<file path="src/rtl/noc_pkg.sv">
// Shared definitions for the NoC request path: flit layout, type codes and
// the issue FSM state encoding.
package noc_pkg;

  localparam int unsigned FLIT_W   = 12;
  localparam int unsigned TYPE_W   = 2;
  localparam int unsigned DST_W    = 2;
  localparam int unsigned SRC_W    = 2;
  localparam int unsigned PAGE_W   = 6;

  localparam int unsigned PAGE_LSB = 0;
  localparam int unsigned SRC_LSB  = PAGE_LSB + PAGE_W;
  localparam int unsigned DST_LSB  = SRC_LSB + SRC_W;
  localparam int unsigned TYPE_LSB = DST_LSB + DST_W;

  localparam logic [TYPE_W-1:0] TYPE_REQ = 2'b01;
  localparam logic [TYPE_W-1:0] TYPE_RSP = 2'b10;

  typedef enum logic [1:0] {
    ST_IDLE  = 2'd0,
    ST_ISSUE = 2'd1,
    ST_HOLD  = 2'd2
  } issue_state_e;

  // Destination router port is the top two bits of the page id.
  function automatic logic [FLIT_W-1:0] pack_req(input logic [SRC_W-1:0]  src,
                                                 input logic [PAGE_W-1:0] page);
    logic [FLIT_W-1:0] f;
    f = '0;
    f[TYPE_LSB +: TYPE_W] = TYPE_REQ;
    f[DST_LSB  +: DST_W]  = page[PAGE_W-1 -: DST_W];
    f[SRC_LSB  +: SRC_W]  = src;
    f[PAGE_LSB +: PAGE_W] = page;
    return f;
  endfunction

endpackage

</file>
<file path="src/rtl/noc_fifo.sv">
// Power-of-two deep request FIFO with wrapping pointers and an occupancy
// count one bit wider than the pointers.
module noc_fifo #(
  parameter int unsigned W     = 8,
  parameter int unsigned DEPTH = 4
) (
  input  logic                   clk,
  input  logic                   reset,
  input  logic                   push,
  input  logic                   pop,
  input  logic [W-1:0]           din,
  output logic [W-1:0]           dout,
  output logic [$clog2(DEPTH):0] count,
  output logic                   empty,
  output logic                   full_o
);

  localparam int unsigned AW       = $clog2(DEPTH);
  localparam logic [AW:0]   FULL_CNT = (AW+1)'(DEPTH);
  localparam logic [AW:0]   CNT_ONE  = (AW+1)'(1);
  localparam logic [AW-1:0] PTR_ONE  = AW'(1);

  logic [W-1:0]  mem_q [DEPTH];
  logic [AW-1:0] wr_ptr_q, wr_ptr_d;
  logic [AW-1:0] rd_ptr_q, rd_ptr_d;
  logic [AW:0]   count_q, count_d;
  logic          do_push, do_pop;

  assign full_o  = (count_q == FULL_CNT);
  assign empty   = (count_q == '0);
  assign count   = count_q;
  assign dout    = mem_q[rd_ptr_q];
  assign do_push = push && !full_o;
  assign do_pop  = pop && !empty;

  always_comb begin
    wr_ptr_d = wr_ptr_q;
    rd_ptr_d = rd_ptr_q;
    count_d  = count_q;
    if (do_push) wr_ptr_d = wr_ptr_q + PTR_ONE;
    if (do_pop)  rd_ptr_d = rd_ptr_q + PTR_ONE;
    unique case ({do_push, do_pop})
      2'b10:   count_d = count_q + CNT_ONE;
      2'b01:   count_d = count_q - CNT_ONE;
      default: count_d = count_q;
    endcase
  end

  always_ff @(posedge clk or negedge reset) begin
    if (!reset) begin
      for (int unsigned i = 0; i < DEPTH; i++) mem_q[i] <= '0;
      wr_ptr_q <= '0;
      rd_ptr_q <= '0;
      count_q  <= '0;
    end else begin
      if (do_push) mem_q[wr_ptr_q] <= din;
      wr_ptr_q <= wr_ptr_d;
      rd_ptr_q <= rd_ptr_d;
      count_q  <= count_d;
    end
  end

endmodule

</file>
<file path="src/rtl/noc_requester.sv">
// Queues page requests from the engine and issues them as request flits to
// the router, respecting router back-pressure and an outstanding-request cap.
module noc_requester
  import noc_pkg::*;
#(
  parameter int unsigned SRC_ID  = 0,
  parameter int unsigned REQ_W   = 12,
  parameter int unsigned DEPTH   = 4,
  parameter int unsigned MAX_OUT = 4
) (
  input  logic             clk,
  input  logic             reset,
  input  logic             req_valid,
  input  logic [5:0]       req_page,
  output logic             req_ready,
  input  logic             full,
  input  logic             almost_full,
  input  logic             rsp_done,
  output logic [REQ_W-1:0] data_out,
  output logic             write,
  output logic [2:0]       outstanding,
  output logic             idle
);

  localparam int unsigned   CW      = $clog2(DEPTH) + 1;
  localparam logic [CW-1:0] CNT_ONE = CW'(1);
  localparam logic [2:0]    MAX_C   = 3'(MAX_OUT);
  localparam logic [1:0]    SRC_C   = 2'(SRC_ID);

  logic              fifo_full, fifo_empty;
  logic [CW-1:0]     fifo_count;
  logic [PAGE_W-1:0] fifo_dout;
  logic              push, do_issue, rsp_take;

  issue_state_e      state_q, state_d;
  logic              ready_q;
  logic              write_q;
  logic [REQ_W-1:0]  data_q, data_d;
  logic [2:0]        out_q, out_d;

  noc_fifo #(
    .W     (PAGE_W),
    .DEPTH (DEPTH)
  ) u_fifo (
    .clk    (clk),
    .reset  (reset),
    .push   (push),
    .pop    (do_issue),
    .din    (req_page),
    .dout   (fifo_dout),
    .count  (fifo_count),
    .empty  (fifo_empty),
    .full_o (fifo_full)
  );

  // ready_q keeps req_ready low until the first edge after reset release.
  assign req_ready   = ready_q && !fifo_full;
  assign push        = req_valid && req_ready;
  assign rsp_take    = rsp_done && (out_q != '0);
  // A response retiring this cycle frees a slot, so the cap is not a stall then.
  assign do_issue    = (state_q == ST_ISSUE) && !fifo_empty && !full &&
                       ((out_q < MAX_C) || rsp_take);

  assign write       = write_q;
  assign data_out    = data_q;
  assign outstanding = out_q;
  assign idle        = fifo_empty && (out_q == '0);

  always_comb begin
    state_d = state_q;
    unique case (state_q)
      ST_IDLE: begin
        if (!fifo_empty) state_d = ST_ISSUE;
      end
      ST_ISSUE: begin
        if (do_issue) begin
          if (almost_full)                        state_d = ST_HOLD;
          else if (fifo_count == CNT_ONE && !push) state_d = ST_IDLE;
        end else if (fifo_empty) begin
          state_d = ST_IDLE;
        end
      end
      ST_HOLD: begin
        if (!almost_full && !full) state_d = fifo_empty ? ST_IDLE : ST_ISSUE;
      end
      default: state_d = ST_IDLE;
    endcase

    data_d = do_issue ? REQ_W'(pack_req(SRC_C, fifo_dout)) : data_q;

    unique case ({do_issue, rsp_take})
      2'b10:   out_d = out_q + 3'd1;
      2'b01:   out_d = out_q - 3'd1;
      default: out_d = out_q;
    endcase
  end

  always_ff @(posedge clk or negedge reset) begin
    if (!reset) begin
      state_q <= ST_IDLE;
      ready_q <= 1'b0;
      write_q <= 1'b0;
      data_q  <= '0;
      out_q   <= '0;
    end else begin
      state_q <= state_d;
      ready_q <= 1'b1;
      write_q <= do_issue;
      data_q  <= data_d;
      out_q   <= out_d;
    end
  end

endmodule

</file>
<file path="config.mk">
export PLATFORM = sky130hd
export DESIGN_NAME = noc_requester
export DESIGN_NICKNAME = d
export VERILOG_FILES = /design/src/rtl/noc_pkg.sv /design/src/rtl/noc_fifo.sv /design/src/rtl/noc_requester.sv
export SDC_FILE = /design/constraint.sdc
export NUM_CORES = 1
export LEC_CHECK = 0
export ABC_AREA = 1
export CAP_MARGIN = 10
export CELL_PAD_IN_SITES_DETAIL_PLACEMENT = 0
export CELL_PAD_IN_SITES_GLOBAL_PLACEMENT = 1
export CORE_MARGIN = 5
export CORE_UTILIZATION = 43
export CTS_CLUSTER_SIZE = 16
export DETAILED_ROUTE_END_ITERATION = 8
export PLACE_DENSITY_LB_ADDON = 0.1
export RECOVER_POWER = 25
export SYNTH_ARGS = -nofsm -noshare
export SYNTH_HDL_FRONTEND = slang
export SYNTH_SLANG_ARGS = --single-unit
</file>
<file path="constraint.sdc">
create_clock -name clk -period 4.7 [get_ports clk]
set_clock_uncertainty 0.15 [all_clocks]
set_input_delay 0.705 -clock clk [delete_from_list [all_inputs] [get_ports clk]]
set_output_delay 0.705 -clock clk [all_outputs]
set_load 0.02 [all_outputs]
</file>
# After elaboration in Yosys (flattened, before gate mapping)
# Index checks and enable logic that the tools add are counted.
[totals]
n_memories = 0
ramBits = 0
rom_bits = 0
latchBits = 0
wordCells = 77
output_inout_bits = 18
inputBits = 12
ff_bits = 47
[op_classes]
add_sub_neg = 6
n_div = 0
n_eq_ne = 12
mux = 16
magnitude_cmp = 4
shift = 0
reduce_logical = 25
multipliers = 0
bitwise_logic = 2
[ops]
columns = ["cell", "n"]
rows = [
  ["bitwise mux 24 bit", 1],
  ["two-way mux 6 bit", 3],
  ["binary-select mux 6 bit (select 2 bit)", 1],
  ["demux 6 bit (select 2 bit)", 1],
  ["logical AND 1 bit", 12],
  ["two-way mux 2 bit", 6],
  ["one-hot mux 3 bit (2 select lines)", 2],
  ["adder 3 x 1 -> 3 bit (second input constant)", 2],
  ["equality test 2 x 1 -> 1 bit (second input constant)", 3],
  ["equality test 2 bit (second input constant)", 3],
  ["greater-or-equal comparator 3 bit (second input constant)", 2],
  ["logical NOT 3 bit", 2],
  ["NOT 2 -> 3 bit", 2],
  ["one-hot mux 2 bit (3 select lines)", 1],
  ["subtractor 3 x 1 -> 3 bit (second input constant)", 2],
  ["logical NOT 1 bit", 5],
  ["adder 2 x 1 -> 2 bit (second input constant)", 2],
  ["inequality test 2 bit (second input constant)", 2],
  ["inequality test 4 x 3 -> 1 bit (second input constant)", 1],
  ["AND reduction 4 bit", 1],
  ["nonzero test 2 bit", 2],
  ["equality test 3 x 1 -> 1 bit (second input constant)", 1],
  ["equality test 3 bit (second input constant)", 1],
  ["less-than comparator 3 x 1 -> 1 bit (second input constant)", 1],
  ["6 further kinds", 6],
]

# Logic depth before layout (Yosys ltp)
[logic_depth]
word_depth = 10
mapped_depth = 12
depth_no_buf = 12

# Modules after synthesis
# A second synthesis with hierarchy kept.
[hier_totals]
cells_unflattened = 293
area_unflattened_um2 = 2383.5
[modules_own_cells]
columns = ["module", "instances", "area_each_um2", "cells_per_inst"]
rows = [
  ["noc_fifo", 1, 1627.8, 200],
  ["noc_requester", 1, 755.7, 93],
]

# Least setup slack after synthesis
# Ideal clock, no wire load.
[synth_timing]
kind = "register to register"
from = "register u_fifo.count_q[0], in the netlist u_fifo.count[0]"
to = "register out_q[2], in the netlist outstanding[2]"
path_buffers = 0
path_stages_with_launch = 13
setup_time_ps = 131
setup_slack_ps = 2440
arrival_time_ps = 1979
synth_period_minus_slack_ps = 2260
path_cell_list = "dfrtp_1 inv_1 ha_1 inv_1 nor2_2 nor2_4 nand2_4 ha_1 inv_1 fa_1 a21oi_1 o21ai_0 xor2_1"
[synth_via]
elab_chain_len = 7
elab_cells_between_ends = 9
[synth_lines]
columns = ["item", "line", "rtl"]
rows = [
  ["start: declaration", "noc_fifo.sv:26", "logic [AW:0] count_q, count_d;"],
  ["start signal: assignment", "noc_fifo.sv:59", "count_q <= count_d;"],
  ["logical NOT 3 bit *", "noc_fifo.sv:30", "assign empty = (count_q == '0);"],
  ["logical NOT 1 bit *", "noc_requester.sv:61", "assign do_issue = (state_q == ST_ISSUE) && !fifo_empty && !full &&"],
  ["logical AND 1 bit * (3 in series)", "noc_requester.sv:61", ""],
  ["equality test 2 x 1 -> 1 bit or equality test 2 bit (tied branches)", "noc_requester.sv:91", "unique case ({do_issue, rsp_take})"],
  ["one-hot mux 3 bit (2 select lines) or nonzero test 2 bit (tied branches)", "--", ""],
  ["end signal: assignment", "noc_requester.sv:110", "out_q <= out_d;"],
  ["end: declaration", "noc_requester.sv:39", "logic [2:0] out_q, out_d;"],
]
# Mark *: on every way between the ends. The rest lies on a longest branch, timed or not.
# A chain may end at the register's enable or synchronous reset.

# Worst setup path in the final report
[layout_timing]
from = "register u_fifo.count_q[0], in the netlist u_fifo.count[0]"
to = "output idle"
[layout_via]
elab_chain_len = 2
[layout_lines]
columns = ["item", "line", "rtl"]
rows = [
  ["logical NOT 3 bit", "noc_fifo.sv:30", ""],
  ["logical AND 1 bit", "noc_requester.sv:67", "assign idle = fifo_empty && (out_q == '0);"],
  ["end: declaration", "noc_requester.sv:22", "output logic idle"],
]
# Every way passes these cells.

==> flow_summary_export.csv <==
group,metric,value,unit
outcome,status,"finished with violations",
outcome,violated_checks,"max-capacitance violations, max-slew violations",
critical_path,worst-setup-path-type,"reg2out",
place,port_buffers,26,
place,dp_slack,1.93,ns
floorplanning,floorplan.initialDensity,0.450,
place,dp_cell_count,361,
global_route,global_route.usage.total,0.148,
synth,number_of_cells_produced_by_synthesis,274,
sta,setup-tns-final,0,ns
place,hpwlAfterDp,3330,um
power_and_ir_drop,power_leakage,1.30,nW
drt,drt_iter0_drc,41,
power_and_ir_drop,switching_share,0.415,
synth,synth.area.top_cells,"dfrtp_1, nand2_1, ha_1, o21ai_1, o21ai_0",
synth,synthDistinctLibCells,29,
sta,min_period_over_period,0.616,
synth,syn_avg_cell_area,8.54,sq um
finish,final_core_utilization,0.524,
cts,cts_root_buf,"clkbuf_8",
floorplanning,coreArea,5200,sq um
floorplanning,floorplan.io_pins,30,
cts,cts-buffers-inserted,5,
sta,clock.fmax,345,MHz
cts,clock_tree.buffer_depth,2,
power_and_ir_drop,share_seq_of_total_power,0.392,
global_route,total_congestion_overflow_after_global_routing,0,
critical_path,critical_path.max_stage_delay,0.66,ns
global_route,grt_pass1_vias,1740,
floorplanning,design.die.area,7020,sq um
finish,instances_no_fill,369,
cts,path_clk_slew,0.08,ns
critical_path,crit_path_cells,"inv_1 -> ha_1 -> nand2_2 -> nor4_1 -> clkdlybuf4s50_1",
sta,rsz_0062_raised_after_global_routing,"no",
drt,route.final.wire_length,4750,um
synth,synthesis.yosys.warnings,0,
synth,synthDominantCellAreaShare,0.481,
sta,final-max-slew-violation-count,46,
place,place_congestion,0.742,
drt,post_drt_wl_per_cell,12.9,um
finish,synthToLayoutAreaGrowth,16.4,%
cts,htreeDepth,2,
global_route,global_route_wire_length_before_repair,8360,um
critical_path,worstPathMaxFanout,4,
power_and_ir_drop,p_per_area,664,nW/um^2
power_and_ir_drop,report.power.total,1.81,mW
synth,synth_seq_cells,45,
finish,n_antenna_cell,0,
synth,synth.cell_area,2340,sq um
floorplanning,rows,26,
global_route,antenna_found_initial,0,
power_and_ir_drop,vdd.ir_drop.worst,239,uV
drt,vias,1726,
sta,final-setup-viol-count,0,
sta,timing.max_slew.rel_slack,-0.634,
power_and_ir_drop,p_switching,0.752,mW
cts,post_cts.resized_instances,0,
synth,synth_top_cell_by_area,"dfrtp_1",
sta,hold_viol,0,
power_and_ir_drop,power_frac_comb,0.439,
cts,postCtsSetupBuffers,0,
drt,first_pass_iters,4,
synth,share_of_synthesized_area_occupied_by_flip_flops_and_latches,0.481,
run,maxCapViolations,1,
cts,cts.sinks,45,
critical_path,worstPathRequired,3.85,ns
min_path,hp-class,"reg2reg",
sta,finalWorstPathRequiredPeriod,2.90,ns
critical_path,startpoint_type,"flop",
sta,tightestPinTransition,2.45,ns
critical_path,critical_path_arrival,2.04,ns
critical_path,cpMaxStageDelayCell,"clkdlybuf4s50_1",
floorplanning,fp.dieW,83.8,um
power_and_ir_drop,cell_internal_power,1.06,mW
cts,insertion_delay,0.31,ns
drt,route.detailed.vias_per_inst,4.68,
floorplanning,fp.dieH,83.8,um
drt,post-route-drc-count,0,
drt,drtAntennaViolNets,0,
sta,post-route-worst-setup-slack,1.80,ns
cts,tritoncts_clock_tree,"done",
global_route,grt_max_degree,46,
power_and_ir_drop,clkPwrFrac,0.169,
cts,post_cts_hold_buffer_count,0,
finish,nNetsFinal,321,
critical_path,crit_path_end_kind,"output pin",
finish,drive_gt1_frac,0.0803,
power by group through the flow:
stage	combinational, mW	sequential [mW]	clock [mW]
after floorplan	0.574	0.704	0
after global placement	0.796	0.715	0
after detailed placement	0.806	0.719	0
after CTS	0.810	0.712	0.313
after global routing	0.912	0.734	0.331
final	0.796	0.710	0.305
synth_stat cells (all sizes together):
master	number
xor2	4
nor2	29
fa	1
nor4	1
inv	30
or2	1
and2	1
conb	2
dfrtp	45
a31oi	1
nand3	3
o21ai	47
xnor2	3
nand2	75
ha	10
a21oi	10
clkbuf	1
buf	10
area by class of cell:
| cell class | count | area, sq um |
|---|---|---|
| Timing Repair Buffer | 26 | 254 |
| Sequential cell | 45 | 1130 |
| Inverter | 30 | 113 |
| Clock inverter | 1 | 30.0 |
| Clock buffer | 7 | 86.3 |
| Tap cell | 70 | 87.6 |
| Multi-Input combinational cell | 190 | 1030 |
| Fill cell | 516 | 2480 |
cell families after synthesis:
| family | count (synthesis) | synth area share |
|---|---|---|
| compound gates | 58 | 0.125 |
| xor+xnor | 7 | 0.0262 |
| fa+ha+maj | 11 | 0.0620 |
| buf+inv | 41 | 0.0828 |
| flops | 45 | 0.481 |
| other cells | 2 | 0.00321 |
| simple gates | 110 | 0.220 |
worst max-delay path: cells and delay by family (launching register included):
kind | cells | cell delay [ns]
fa+ha+maj | 1 | 0.23
simple gates | 2 | 0.31
buf+inv | 2 | 0.77
flops | 1 | 0.44
placed cells by master (no fill, tap or decap):
master	count
a21oi_1	10
nand3_2	1
a31oi_1	1
or2_1	1
o21ai_0	22
and2_1	1
ha_1	10
clkdlybuf4s50_1	25
clkbuf_8	6
nor4_1	1
dfrtp_1	45
xnor2_1	3
nor2_1	20
o21ai_1	25
nand3_4	1
xor2_1	4
inv_1	29
conb_1	4
nand2_1	70
nor2_2	5
nor2_8	1
inv_2	1
bufinv_16	1
fa_1	1
nand2_2	3
nand3_1	1
nor2_4	3
clkbuf_1	2
nand2_4	2
sequential cells by signal, summed over array words and instances, names as in the netlist:
register         count
u_fifo.mem_q        24
data_out             7
outstanding          3
u_fifo.count         3
state_q              2
u_fifo.rd_ptr_q      2
u_fifo.wr_ptr_q      2
ready_q              1
write                1
metrics by stage:
stage | hold slack (ns) | instance area [sq um]
finish | 0.332 | 2730
detailed placement | 0.315 | 2610
floorplan | 0.259 | 2350
global placement | 0.297 | 2610
CTS | 0.335 | 2730
global route | 0.356 | 2730
layer usage:
layer,global-route usage,part of all wire,up-vias
met3,0.0424,0.045,6
met2,0.219,0.43,31
met1,0.211,0.51,785
li1,-,-,904
met5,0,0,-
met4,0.0439,0.013,0
worst paths after layout:
kind	startpoint	end	slack [ns]	cells after the start
setup / recovery	u_fifo.count[0]	idle	1.80	5
hold / removal	data_out[2]	data_out[2]	0.33	2
setup reg to reg	u_fifo.count[0]	outstanding[2]	2.24	12
hold reg to reg	data_out[2]	data_out[2]	0.33	2
max in group asynchronous	reset	u_fifo.rd_ptr_q[0]	2.01	1
min in group asynchronous	reset	u_fifo.mem_q[22]	1.00	1
Power figures use the tool's default switching activity.
